File: src/rtl/apb4_rtc_prescaler_pkg.sv
// Shared definitions for the APB4 RTC prescaler: register map, CTRL layout, bus widths.
package apb4_rtc_prescaler_pkg;

    localparam int unsigned ADDR_W = 12;
    localparam int unsigned DATA_W = 32;

    localparam logic [3:0] REG_CTRL = 4'h0;
    localparam logic [3:0] REG_PSCR = 4'h1;
    localparam logic [3:0] REG_CNT  = 4'h2;
    localparam logic [3:0] REG_STAT = 4'h3;

    localparam int unsigned CTRL_EN_BIT  = 0;
    localparam int unsigned CTRL_SRC_BIT = 1;

    typedef struct packed {
        logic src;
        logic en;
    } ctrl_t;

    // CTRL readback: only EN and SRC are implemented, upper bits read 0
    function automatic logic [DATA_W-1:0] ctrl_to_word(input ctrl_t c);
        return {{(DATA_W-2){1'b0}}, c};
    endfunction

endpackage

File: src/rtl/rtc_psc_core.sv
// Divider core: counts source events up to div and toggles the tick level on wrap.
module rtc_psc_core
    import apb4_rtc_prescaler_pkg::*;
#(
    parameter int unsigned DIV_WIDTH = 16
) (
    input  logic                 clk,
    input  logic                 rst_n,
    input  logic                 evt,
    input  logic                 en,
    input  logic                 clr,
    input  logic [DIV_WIDTH-1:0] div,
    output logic [DIV_WIDTH-1:0] cnt,
    output logic                 tick
);

    // Priority: disable, then reconfiguration clear, then event
    always_ff @(posedge clk or negedge rst_n) begin
        if (!rst_n) begin
            cnt  <= '0;
            tick <= 1'b0;
        end else if (!en) begin
            cnt  <= '0;
            tick <= 1'b0;
        end else if (clr) begin
            cnt  <= '0;
        end else if (evt) begin
            if (cnt == div) begin
                cnt  <= '0;
                tick <= ~tick;
            end else begin
                cnt  <= cnt + DIV_WIDTH'(1);
            end
        end
    end

endmodule

File: src/rtl/apb4_rtc_prescaler.sv
// APB4-configured RTC tick generator feeding the CLINT rtc_clk_i; divides hclk or a
// synchronised external slow clock.
module apb4_rtc_prescaler
    import apb4_rtc_prescaler_pkg::*;
#(
    parameter int unsigned DIV_WIDTH = 16,
    parameter int unsigned DIV_RST   = 49
) (
    input  logic              hclk,
    input  logic              hresetn,
    input  logic [ADDR_W-1:0] paddr,
    input  logic              psel,
    input  logic              penable,
    input  logic              pwrite,
    input  logic [DATA_W-1:0] pwdata,
    output logic [DATA_W-1:0] prdata,
    output logic              pready,
    output logic              pslverr,
    input  logic              rtc_ext_i,
    output logic              rtc_clk_o
);

    logic [3:0]           reg_idx;
    logic                 wr_en;
    logic                 wr_ctrl;
    logic                 wr_pscr;
    ctrl_t                wr_ctrl_val;
    ctrl_t                ctrl_q;
    logic [DIV_WIDTH-1:0] div_q;
    logic [DIV_WIDTH-1:0] cnt;
    logic                 ext_sync1;
    logic                 ext_sync2;
    logic                 ext_prev;
    logic                 ext_rise;
    logic                 src_evt;
    logic                 core_en;
    logic                 core_clr;
    logic                 unused_bits;

    assign reg_idx     = paddr[5:2];
    assign wr_en       = psel & penable & pwrite;
    assign wr_ctrl     = wr_en && (reg_idx == REG_CTRL);
    assign wr_pscr     = wr_en && (reg_idx == REG_PSCR);
    assign wr_ctrl_val = '{src: pwdata[CTRL_SRC_BIT], en: pwdata[CTRL_EN_BIT]};

    assign pready      = 1'b1;
    assign pslverr     = 1'b0;
    assign unused_bits = ^{paddr[ADDR_W-1:6], paddr[1:0], pwdata};

    always_ff @(posedge hclk or negedge hresetn) begin
        if (!hresetn) begin
            ctrl_q <= '0;
        end else if (wr_ctrl) begin
            ctrl_q <= wr_ctrl_val;
        end
    end

    always_ff @(posedge hclk or negedge hresetn) begin
        if (!hresetn) begin
            div_q <= DIV_WIDTH'(DIV_RST);
        end else if (wr_pscr) begin
            div_q <= pwdata[DIV_WIDTH-1:0];
        end
    end

    // Two-flop synchroniser plus rising-edge detector for the external clock
    always_ff @(posedge hclk or negedge hresetn) begin
        if (!hresetn) begin
            ext_sync1 <= 1'b0;
            ext_sync2 <= 1'b0;
            ext_prev  <= 1'b0;
        end else begin
            ext_sync1 <= rtc_ext_i;
            ext_sync2 <= ext_sync1;
            ext_prev  <= ext_sync2;
        end
    end

    assign ext_rise = ext_sync2 & ~ext_prev;
    assign src_evt  = ctrl_q.src ? ext_rise : 1'b1;

    // A write clearing EN takes effect at the write edge, overriding any coincident event
    assign core_en  = ctrl_q.en & ~(wr_ctrl & ~wr_ctrl_val.en);
    assign core_clr = wr_pscr | (wr_ctrl & (wr_ctrl_val.src != ctrl_q.src));

    rtc_psc_core #(
        .DIV_WIDTH(DIV_WIDTH)
    ) u_core (
        .clk  (hclk),
        .rst_n(hresetn),
        .evt  (src_evt),
        .en   (core_en),
        .clr  (core_clr),
        .div  (div_q),
        .cnt  (cnt),
        .tick (rtc_clk_o)
    );

    always_comb begin
        prdata = '0;
        case (reg_idx)
            REG_CTRL: prdata = ctrl_to_word(ctrl_q);
            REG_PSCR: prdata = DATA_W'(div_q);
            REG_CNT:  prdata = DATA_W'(cnt);
            REG_STAT: prdata = DATA_W'(rtc_clk_o);
            default:  prdata = '0;
        endcase
    end

endmodule

File: config.mk
export PLATFORM = sky130hd
export DESIGN_NAME = apb4_rtc_prescaler
export DESIGN_NICKNAME = d
export VERILOG_FILES = /design/src/rtl/apb4_rtc_prescaler_pkg.sv /design/src/rtl/rtc_psc_core.sv /design/src/rtl/apb4_rtc_prescaler.sv
export SDC_FILE = /design/constraint.sdc
export NUM_CORES = 1
export LEC_CHECK = 0
export CAP_MARGIN = 20
export CORE_ASPECT_RATIO = 1.4
export CORE_MARGIN = 4
export CORE_UTILIZATION = 45
export CTS_CLUSTER_DIAMETER = 150
export DETAILED_ROUTE_END_ITERATION = 8
export PLACE_DENSITY = 0.83
export SLEW_MARGIN = 20
export SYNTH_ARGS = -nofsm -noshare
export SYNTH_HDL_FRONTEND = slang
export SYNTH_HIERARCHICAL = 1
export SYNTH_SLANG_ARGS = --single-unit
export TNS_END_PERCENT = 20
File: constraint.sdc
create_clock -name hclk -period 2.5 [get_ports hclk]
set_input_delay 0.375 -clock hclk [delete_from_list [all_inputs] [get_ports hclk]]
set_output_delay 0.375 -clock hclk [all_outputs]
set_load 0.02 [all_outputs]
==> impl_metrics.csv <==
group,metric,value,unit
clocking,cts.sinks,38,
place,place_congestion,0.890,
global_routing,track_usage,17.5,%
routing,wirelength,5700,µm
yosys,ys_seq_area_share,39.5,%
critical_path,worst_path_largest_cell_delay,0.58,ns
floorplan,initial_utilization,46.5,%
sta,finalMaxSlewViolations,0,
sta,min_period,2.45,ns
sta,period_share,97.9,%
finish,utilization,57.1,%
clocking,clk_latency,0.30,ns
global_routing,grt_max_degree,39,
floorplan,num_io_pins,85,
clocking,clock_path_buffers,2,
place,dp_cells,343,
global_routing,antenna_found_initial,0,
routing,drc,0,
routing,via_per_inst,5.62,
place,post-place-ws,-0.321,ns
min_path,holdCritPathClass,"primary input to asynchronous set/reset pin",
critical_path,crit_path_frequent_cell,"clkdlybuf4s50_1",
finish,nFillCells,453,
sta,max_freq,409,MHz
clocking,cts_tree,"done",
power,cellPowerDensity,510,mW/mm²
floorplan,die_w,69.9,µm
critical_path,required,2.12,ns
sta,fin_setup_tns,0,ns
outcome,status,"complete, no violations",
sta,hold_viol,0,
floorplan,dieArea,0.00663,mm²
sta,worst_slack,0.0531,ns
power,vdd_drop_max,204,µV
global_routing,grt_pass1_wl,9280,µm
critical_path,path_cells,"clkdlybuf4s50_1 -> buf_4 -> mux4_2 -> nor2b_1 -> clkdlybuf4s50_1",
flow_run,cap_violations,0,
critical_path,critPathCaptureType,"output pin",
routing,wl_per_cell,16.2,µm
clocking,post-cts-setup-buffers,0,
finish,stdcell_count,352,
power,power_leakage,1.40,nW
floorplan,coreArea,0.00520,mm²
finish,area_growth,22.9,%
critical_path,path_buf_inv,3,
routing,drtIter0Drc,165,
finish,layout-drive-gt1-share,23.1,%
sta,worst-slew-pin-transition,0.852,ns
sta,setup_viol,0,
clocking,htree_levels,2,
yosys,syn_area_per_cell,10.4,µm²
place,placed_area,0.00290,mm²
sta,slew_headroom,43.2,%
floorplan,fp.dieH,94.7,µm
yosys,ys_warn_count,6,
floorplan,placementRows,31,
routing,first_pass_iters,4,
yosys,syn_area,0.00242,mm²
yosys,yosysUniqueCellTypes,49,
critical_path,worstPathMaxFanout,4,
global_routing,grt_overflow,0,
critical_path,cp_data_arrival_time,2.07,ns
routing,vias,1977,
finish,nets,336,
critical_path,critPathLaunchType,"primary input",
yosys,yosys_register_bits,38,
routing,ant_nets,0,
critical_path,critPathTopFamily,"buffers and inverters",
sta,finClkSkew,0.00336,ns
place,place_hpwl,4010,µm
yosys,synth_cells,232,
finish,final_area,0.00297,mm²
clocking,clk_pin_slew,0.07,ns
global_routing,grt_pass1_vias,1940,
critical_path,worst_path_max_delay_cell,"clkdlybuf4s50_1",
critical_path,critical_path_class,"primary input to output pin",
clocking,cts-root-buf,"clkbuf_8",
place,io_buffers,42,
clocking,cts_buffers,5,
finish,n_antenna_cell,0,
==> timing repair <==
action	CTS	global route
resized for setup	21	30
pin swaps	0	0
gates cloned	1	0
hold buffers	0	0
endpoints found under the setup margin	15	27
==> final timing paths <==
path,startpoint,end,slack (ns),cells past startpoint
min reg2reg,ext_sync1$_DFF_PN0_,ext_sync2$_DFF_PN0_,0.35,0
max reg2reg,ctrl_q[1]$_DFFE_PN0P_,u_core/cnt[9]$_DFFE_PN0P_,0.45,9
min,hresetn,ext_sync1$_DFF_PN0_,0.18,1
min in group hclk,ext_sync1$_DFF_PN0_,ext_sync2$_DFF_PN0_,0.35,0
max in group asynchronous,hresetn,ctrl_q[0]$_DFFE_PN0P_,1.78,1
max,paddr[3],prdata[0],0.05,5
==> cells in the mapped netlist, drive strengths merged <==
cell | instances | share of area, %
dfrtp | 35 | 36
buf | 26 | 8.9
mux2 | 18 | 8.4
xor2 | 17 | 6.2
a22o | 14 | 5.1
nand2 | 12 | 1.9
inv | 9 | 1.4
nand3 | 9 | 1.9
nor4 | 8 | 2.6
and3 | 7 | 1.8
nand4 | 6 | 1.6
o31ai | 6 | 1.9
a22oi | 5 | 1.8
clkbuf | 5 | 0.78
nor2 | 5 | 0.78
a31oi | 4 | 1.0
nand2b | 4 | 1.0
a21oi | 3 | 0.62
and4 | 3 | 1.1
dfstp | 3 | 3.3
o21ai | 3 | 0.62
o22ai | 3 | 0.78
conb | 2 | 0.31
mux2i | 2 | 0.83
nand3b | 2 | 0.62
nor2b | 2 | 0.52
nor4b | 2 | 1.3
o311a | 2 | 0.83
o41ai | 2 | 1.0
or2 | 2 | 0.52
a211oi | 1 | 0.31
a21boi | 1 | 0.31
a41oi | 1 | 0.36
ha | 1 | 0.52
mux4 | 1 | 0.93
nor3 | 1 | 0.21
nor3b | 1 | 0.31
o2111ai | 1 | 0.36
o21a | 1 | 0.31
o311ai | 1 | 0.67
or3 | 1 | 0.26
==> sequential cells by signal, summed over array words and instances, names as in the netlist <==
signal and cells:
u_core/cnt 16, ext_sync1 1, ctrl_q 2, u_core/tick 1, ext_prev 1, div_q 16
ext_sync2 1
==> final cells by class <==
class	count	area, µm²	area share [%]
Tap cell	66	82.6	2.78
Clock buffer	8	110	3.71
Sequential cell	38	955	32.1
Multi-Input combinational cell	170	1280	43.0
Timing Repair Buffer	61	512	17.2
Inverter	9	33.8	1.14
==> stage by stage <==
step           hold slack (ns)  power [mW]
6_report                 0.176        1.51
5_1_grt                  0.231        1.59
4_1_cts                  0.204        1.53
3_5_place_dp             0.335        1.03
3_3_place_gp             0.333        1.02
2_1_floorplan           0.0794       0.920
==> power breakdown <==
part	internal (mW)	leakage [nW]	switching, mW	total [mW]
clock network	0.278	0.0575	0.212	0.491
registers	0.665	0.503	0.0434	0.708
logic	0.146	0.842	0.169	0.315
total	1.09	1.40	0.425	1.51
==> layout by cell type, fill, tap and decap left out, drive strengths merged, types with 2 or more instances in the layout <==
cell type,instances
a21oi,3
a22o,14
a22oi,5
a31oi,4
and3,7
and4,3
buf,20
clkbuf,22
clkdlybuf4s50,26
conb,18
dfrtp,35
dfstp,3
inv,9
mux2,18
mux2i,2
nand2,12
nand2b,4
nand3,9
nand3b,2
nand4,6
nor2,5
nor2b,2
nor4,8
nor4b,2
o21ai,3
o22ai,3
o311a,2
o31ai,6
o41ai,2
or2,2
xor2,17
==> layer usage <==
layer | vias to the layer above | GRT usage (%) | wire (µm)
met5 | - | 0 | 0
met4 | 0 | 10.2 | 177
met3 | 12 | 3.30 | 305
met2 | 79 | 30.0 | 2970
met1 | 960 | 20.4 | 2250
li1 | 926 | - | -
==> worst reg2reg max path, delay by kind of cell, from the launching register on <==
family,cells,cell delay [ns]
compound gates,2,0.31
buf+inv,2,0.38
flops,1,0.42
simple gates,4,0.67
xor+xnor,1,0.16
==> cells by family after synthesis <==
group | synth area share, %
simple gates | 16.4
compound gates | 15.9
buf+inv | 11.1
flops | 39.5
mux | 10.1
xor+xnor | 6.16
other cells | 0.311
fa+ha+maj | 0.518
Note: power is estimated with default switching activity, not from simulation.
